--- config.mk ---
export PLATFORM = sky130hd
export DESIGN_NAME = reg_file_sb_flat
export DESIGN_NICKNAME = d
export VERILOG_FILES = /design/src/rtl/reg_file_sb_pkg.sv /design/src/rtl/reg_file_sb_if.sv /design/src/rtl/reg_file_sb_scoreboard.sv /design/src/rtl/reg_file_sb.sv /design/src/flat_wrapper.sv
export SDC_FILE = /design/constraint.sdc
export NUM_CORES = 1
export LEC_CHECK = 0
export ABC_AREA = 0
export CAP_MARGIN = 20
export CORE_MARGIN = 2
export CORE_UTILIZATION = 42
export DETAILED_ROUTE_END_ITERATION = 6
export HOLD_SLACK_MARGIN = 0.03
export PLACE_DENSITY = 0.78
export SYNTH_ARGS = -nofsm -noshare
export SYNTH_HDL_FRONTEND = slang
export SYNTH_HIERARCHICAL = 1
export SYNTH_SLANG_ARGS = --single-unit
--- constraint.sdc ---
create_clock -name clk -period 2.4 [get_ports clk]
set_input_delay 0.36 -clock clk [delete_from_list [all_inputs] [get_ports clk]]
set_output_delay 0.36 -clock clk [all_outputs]
set_load 0.03 [all_outputs]
--- src/rtl/reg_file_sb_pkg.sv ---
// Shared CPU register-file types and default widths.
// Pure declarations; no logic, no latency.
package cpu_pkg;
  localparam int DATA_W = 4;
  localparam int ADDR_W = 2;

  typedef logic [ADDR_W-1:0] reg_idx_t;
  typedef logic [DATA_W-1:0] reg_data_t;
endpackage

--- src/rtl/reg_file_sb_if.sv ---
// Decode/writeback bundle of the register file: read ports, writeback, reservation, hazards.
// Wires only; ru/busy/stall/rsv_ok are combinational on the slave side, no backpressure path.
interface reg_file_sb_if import cpu_pkg::*; #(
  parameter int DATA_W = cpu_pkg::DATA_W,
  parameter int ADDR_W = cpu_pkg::ADDR_W
);
  logic [ADDR_W-1:0] rs1;
  logic [ADDR_W-1:0] rs2;
  logic [DATA_W-1:0] ru1;
  logic [DATA_W-1:0] ru2;
  logic [ADDR_W-1:0] rd;
  logic              RuWr;
  logic [DATA_W-1:0] RuWrData;
  logic              rsv_en;
  logic [ADDR_W-1:0] rsv_rd;
  logic              busy1;
  logic              busy2;
  logic              stall;
  logic              rsv_ok;

  modport master (
    output rs1, rs2, rd, RuWr, RuWrData, rsv_en, rsv_rd,
    input  ru1, ru2, busy1, busy2, stall, rsv_ok
  );

  modport slave (
    input  rs1, rs2, rd, RuWr, RuWrData, rsv_en, rsv_rd,
    output ru1, ru2, busy1, busy2, stall, rsv_ok
  );
endinterface

--- src/rtl/reg_file_sb_scoreboard.sv ---
// Per-register busy bits: set by accepted reservations, cleared by writeback.
// Hazard outputs are combinational; state updates one posedge later; a refused reservation is the backpressure.
module reg_scoreboard import cpu_pkg::*; #(
  parameter int ADDR_W   = cpu_pkg::ADDR_W,
  parameter int ZERO_REG = 1,
  parameter int BYPASS   = 1
) (
  input  logic              clk,
  input  logic              rst,
  input  logic [ADDR_W-1:0] rs1,
  input  logic [ADDR_W-1:0] rs2,
  input  logic [ADDR_W-1:0] rd,
  input  logic              wr_en,
  input  logic              rsv_en,
  input  logic [ADDR_W-1:0] rsv_rd,
  output logic              busy1,
  output logic              busy2,
  output logic              rsv_ok,
  output logic              rsv_conflict
);
  localparam int NREG = 1 << ADDR_W;
  localparam bit ZR   = (ZERO_REG != 0);
  localparam bit BP   = (BYPASS != 0);

  logic [NREG-1:0] busy_q;
  logic [NREG-1:0] busy;
  logic [NREG-1:0] busy_nxt;
  logic            wr_rs1;
  logic            wr_rs2;
  logic            wr_rsv;

  // Register 0 is hardwired idle when it is the zero register.
  always_comb begin
    busy = busy_q;
    if (ZR) busy[0] = 1'b0;
  end

  assign wr_rs1 = wr_en && (rd == rs1);
  assign wr_rs2 = wr_en && (rd == rs2);
  assign wr_rsv = wr_en && (rd == rsv_rd);

  // A writeback landing this cycle retires the outstanding write, so it is not a WAW.
  assign rsv_conflict = rsv_en && busy[rsv_rd] && !wr_rsv;
  assign rsv_ok       = rsv_en && !rsv_conflict;

  assign busy1 = busy[rs1] && !(BP && wr_rs1);
  assign busy2 = busy[rs2] && !(BP && wr_rs2);

  // Reservation is applied after the clear so a same-register reserve wins.
  always_comb begin
    busy_nxt = busy;
    if (wr_en)  busy_nxt[rd]     = 1'b0;
    if (rsv_ok) busy_nxt[rsv_rd] = 1'b1;
    if (ZR)     busy_nxt[0]      = 1'b0;
  end

  always_ff @(posedge clk) begin
    if (rst) busy_q <= '0;
    else     busy_q <= busy_nxt;
  end
endmodule

--- src/rtl/reg_file_sb.sv ---
// 2-read/1-write register file with scoreboard and optional write-to-read bypass.
// Reads combinational, writes visible next cycle (same cycle with bypass); hazards reported via stall/rsv_ok.
module reg_file_sb import cpu_pkg::*; #(
  parameter int DATA_W   = cpu_pkg::DATA_W,
  parameter int ADDR_W   = cpu_pkg::ADDR_W,
  parameter int ZERO_REG = 1,
  parameter int BYPASS   = 1
) (
  input logic         clk,
  input logic         rst,
  reg_file_sb_if.slave bus
);
  localparam int NREG = 1 << ADDR_W;
  localparam bit ZR   = (ZERO_REG != 0);
  localparam bit BP   = (BYPASS != 0);

  logic [DATA_W-1:0] regs [NREG];
  logic              wr_ok;
  logic              rsv_conflict;

  assign wr_ok = bus.RuWr && !(ZR && (bus.rd == '0));

  always_ff @(posedge clk) begin
    if (rst) begin
      for (int i = 0; i < NREG; i++) regs[i] <= '0;
    end else if (wr_ok) begin
      regs[bus.rd] <= bus.RuWrData;
    end
  end

  // wr_ok already excludes the zero register, so it doubles as the bypass qualifier.
  always_comb begin
    bus.ru1 = regs[bus.rs1];
    if (BP && wr_ok && (bus.rd == bus.rs1)) bus.ru1 = bus.RuWrData;
    if (ZR && (bus.rs1 == '0))              bus.ru1 = '0;
  end

  always_comb begin
    bus.ru2 = regs[bus.rs2];
    if (BP && wr_ok && (bus.rd == bus.rs2)) bus.ru2 = bus.RuWrData;
    if (ZR && (bus.rs2 == '0))              bus.ru2 = '0;
  end

  reg_scoreboard #(
    .ADDR_W  (ADDR_W),
    .ZERO_REG(ZERO_REG),
    .BYPASS  (BYPASS)
  ) u_sb (
    .clk         (clk),
    .rst         (rst),
    .rs1         (bus.rs1),
    .rs2         (bus.rs2),
    .rd          (bus.rd),
    .wr_en       (bus.RuWr),
    .rsv_en      (bus.rsv_en),
    .rsv_rd      (bus.rsv_rd),
    .busy1       (bus.busy1),
    .busy2       (bus.busy2),
    .rsv_ok      (bus.rsv_ok),
    .rsv_conflict(rsv_conflict)
  );

  assign bus.stall = bus.busy1 || bus.busy2 || rsv_conflict;
endmodule
--- src/flat_wrapper.sv ---
// flat-port wrapper written by rule: the top's interface ports become plain ports
module reg_file_sb_flat import cpu_pkg::*;
#(
  parameter int DATA_W   = cpu_pkg::DATA_W,
  parameter int ADDR_W   = cpu_pkg::ADDR_W,
  parameter int ZERO_REG = 1,
  parameter int BYPASS   = 1
)
  (clk, rst, bus_rs1, bus_rs2, bus_rd, bus_RuWr, bus_RuWrData, bus_rsv_en, bus_rsv_rd, bus_ru1, bus_ru2, bus_busy1, bus_busy2, bus_stall, bus_rsv_ok);
  reg_file_sb_if #(.DATA_W(DATA_W), .ADDR_W(ADDR_W)) bus_i ();
  input logic clk;
  input logic rst;
  input wire logic [$bits(bus_i.rs1)-1:0] bus_rs1;
  input wire logic [$bits(bus_i.rs2)-1:0] bus_rs2;
  input wire logic [$bits(bus_i.rd)-1:0] bus_rd;
  input wire logic [$bits(bus_i.RuWr)-1:0] bus_RuWr;
  input wire logic [$bits(bus_i.RuWrData)-1:0] bus_RuWrData;
  input wire logic [$bits(bus_i.rsv_en)-1:0] bus_rsv_en;
  input wire logic [$bits(bus_i.rsv_rd)-1:0] bus_rsv_rd;
  output wire logic [$bits(bus_i.ru1)-1:0] bus_ru1;
  output wire logic [$bits(bus_i.ru2)-1:0] bus_ru2;
  output wire logic [$bits(bus_i.busy1)-1:0] bus_busy1;
  output wire logic [$bits(bus_i.busy2)-1:0] bus_busy2;
  output wire logic [$bits(bus_i.stall)-1:0] bus_stall;
  output wire logic [$bits(bus_i.rsv_ok)-1:0] bus_rsv_ok;
  assign bus_i.rs1 = bus_rs1;
  assign bus_i.rs2 = bus_rs2;
  assign bus_i.rd = bus_rd;
  assign bus_i.RuWr = bus_RuWr;
  assign bus_i.RuWrData = bus_RuWrData;
  assign bus_i.rsv_en = bus_rsv_en;
  assign bus_i.rsv_rd = bus_rsv_rd;
  assign bus_ru1 = bus_i.ru1;
  assign bus_ru2 = bus_i.ru2;
  assign bus_busy1 = bus_i.busy1;
  assign bus_busy2 = bus_i.busy2;
  assign bus_stall = bus_i.stall;
  assign bus_rsv_ok = bus_i.rsv_ok;
  reg_file_sb #(.DATA_W(DATA_W), .ADDR_W(ADDR_W), .ZERO_REG(ZERO_REG), .BYPASS(BYPASS)) u_core (.clk(clk), .rst(rst), .bus(bus_i));
endmodule
==> impl_metrics.tcl <==
set metrics [dict create \
    outcome "finished clean" \
    post_synth_instance_area_mm2 0.00132 \
    cts_root_buffer "clkbuf_4" \
    hold_path.class "reg -> reg" \
    dieArea_mm2 0.00360 \
    crit_type "in -> out" \
    place_congestion 0.748 \
    dpl_cell_area_mm2 0.00173 \
    clock-sinks 19 \
    r2r_slack_ns 1.19 \
    report.final.slew_viol_count 0 \
    rows 20 \
    post-cts-setup-buffers 0 \
    vias 1077 \
    stdcell_area_mm2 0.00176 \
    syn_avg_cell_area_um2 11.9 \
    crit_arrival_ns 1.97 \
    synthMuxAreaShare_pct 20.9 \
    final_common_cell "buf_4" \
    postSynthCellCount 111 \
    dr.pass1.iters 4 \
    post-dp-hpwl_mm 2.40 \
    nNetsFinal 174 \
    final_layout_size_suffix_gt1_share_pct 31.8 \
    ys_warn_count 6 \
    yosys.area_share.simple_pct 20.7 \
    synth-seq-cells 19 \
    crit_required_ns 2.04 \
    setup_viol 0 \
    area_delta_synth_final_pct 33.8 \
    postLayoutSetupSlackWorst_ns 0.0719 \
    diodes 0 \
    cts-hold-fix-buffers 0 \
    vias_per_cell 5.36 \
    p_per_area_mw_per_mm2 460 \
    drc 0 \
    drv_cap 0 \
    synth_compound_area_share_pct 12.0 \
    p_leak_nw 0.720 \
    cp-end-kind "output pin" \
    io_pins 28 \
    fin_skew_ns 0.0000385 \
    routed_wl_mm 2.93 \
    drt_iter0_markers 46 \
    grt_max_degree 12 \
    cts_buffers 3 \
    core-area_mm2 0.00303 \
    synth_top_family_by_area "multiplexers" \
    finalCriticalPeriod_ns 2.33 \
    hold_viol 0 \
    ys_types 34 \
    synth_xor_xnor_area_share_pct 2.66 \
    path_max_fanout 7 \
    worst_setup_path_start_kind "primary input" \
    total_power_w 0.000811 \
    tritoncts "done" \
    portBuffers 27 \
    start_util_pct 43.5 \
    antenna_found_initial 0 \
    fin_crit_sh_pct 97.0 \
    wl_per_cell_um 14.6 \
    final_cell_mix "26 x buf_4, 16 x nor2_1, 16 x edfxtp_1, 12 x clkdlybuf4s50_1, 9 x and2_1" \
    clk_latency_ns 0.28 \
    ys_seq_area_share_pct 41.1 \
    synth_adder_area_share_pct 0 \
    die_h_um 60.0 \
    max_freq_ghz 0.430 \
    overflow 0 \
    clockBufferDepth 2 \
    die_w_um 60.0 \
    ant_nets 0 \
    pre_cts_ws_ns -0.525 \
    htree_levels 1 \
    ir_worst_vdd_mv 0.253 \
    grt_pass1_vias 1063 \
    clk_pin_slew_ns 0.09 \
    rsz0062_at_grt "no" \
    grt_pass1_wl_mm 4.85 \
    grt.total_usage_pct 18.1 \
]
==> power breakdown <==
part	internal [W]	switching [W]	total [W]
Clock	0.0000645	0.0000832	0.000148
Sequential	0.000383	0.0000138	0.000397
Combinational	0.000127	0.000140	0.000267
==> final cells by class <==
class / count / area, µm²
well taps: 44 / 55.1
flip-flops and latches: 19 / 541
inverters: 2 / 7.51
clock buffers: 4 / 26.3
repair buffers: 43 / 367
multi-input cells: 89 / 766
fillers: 245 / 1270
==> worst max-delay path: stages <==
cell and delay, ns:
clkdlybuf4s50_1 0.47, buf_4 0.20, and4bb_2 0.32, o2bb2ai_4 0.16, mux2i_1 0.22, nor2_1 0.06, buf_4 0.17
==> per-stage QoR <==
step	utilization [%]	hold slack, ns	cells	TNS [ns]
floorplan	-	0.429	114	0
global placement	57.0	0.504	197	-0.730
detailed placement	57.0	0.508	197	-0.935
CTS	57.9	0.521	201	-0.0845
global route	58.2	0.549	201	0
finish	58.2	0.528	201	0
==> metal layers <==
layer / vias up / routed length (µm) / global-route usage, %
li1: 511 / - / -
met1: 517 / 1140 / 21.7
met2: 40 / 1570 / 33.4
met3: 9 / 136 / 1.73
met4: 0 / 82 / 6.35
met5: - / 0 / 0
==> state kept, by name (all words and copies together) (netlist names) <==
name                flops
u_core/regs            16
u_core/u_sb/busy_q      3
==> final timing paths <==
path | startpoint | to | depth (start not counted)
setup / recovery | bus_rs2[1] | bus_ru2[0] | 7
hold / removal | u_core/u_sb/busy_q[3]$_SDFF_PP0_ | u_core/u_sb/busy_q[3]$_SDFF_PP0_ | 2
setup reg to reg | u_core/u_sb/busy_q[3]$_SDFF_PP0_ | u_core/u_sb/busy_q[3]$_SDFF_PP0_ | 4
hold reg to reg | u_core/u_sb/busy_q[3]$_SDFF_PP0_ | u_core/u_sb/busy_q[3]$_SDFF_PP0_ | 2
==> cells by family after synthesis <==
logic type                after synthesis
buffers and inverters                   6
AOI/OAI and AO/OA                      16
muxes                                  17
DFF                                    19
other                                   1
xor gates and xnor gates                4
and+or+nand+nor                        48
==> synthesized netlist by cell type <==
library cell | count | share of area (%)
a21o_1 | 2 | 1.1
a21oi_1 | 2 | 0.76
a22oi_4 | 1 | 1.6
a31o_2 | 1 | 0.67
and2_1 | 9 | 4.3
and3_1 | 1 | 0.48
and4bb_2 | 2 | 1.9
buf_2 | 1 | 0.38
buf_4 | 2 | 1.1
clkbuf_1 | 1 | 0.28
conb_1 | 1 | 0.28
dfxtp_1 | 3 | 4.6
edfxtp_1 | 16 | 37
inv_1 | 2 | 0.57
mux2_4 | 1 | 1.1
mux2i_1 | 8 | 6.1
mux4_2 | 8 | 14
nand2_1 | 4 | 1.1
nand2b_1 | 3 | 1.4
nand3_1 | 3 | 1.1
nand3_2 | 2 | 1.5
nor2_1 | 16 | 4.6
nor2b_1 | 1 | 0.48
nor3b_1 | 3 | 1.7
o2111ai_1 | 1 | 0.67
o211ai_1 | 1 | 0.57
o21ai_0 | 5 | 1.9
o22ai_1 | 1 | 0.48
o2bb2ai_4 | 2 | 4.2
or2_1 | 2 | 0.95
or3_1 | 1 | 0.48
or3b_2 | 1 | 0.67
xnor2_1 | 2 | 1.3
xor2_1 | 2 | 1.3
==> timing repair <==
item / CTS / global route
pin swaps: 0 / 1
resized for setup: 9 / 8
hold endpoints to repair: 0 / 0
setup endpoints to repair: 3 / 10
No activity file was read; power rests on OpenSTA's default activity.
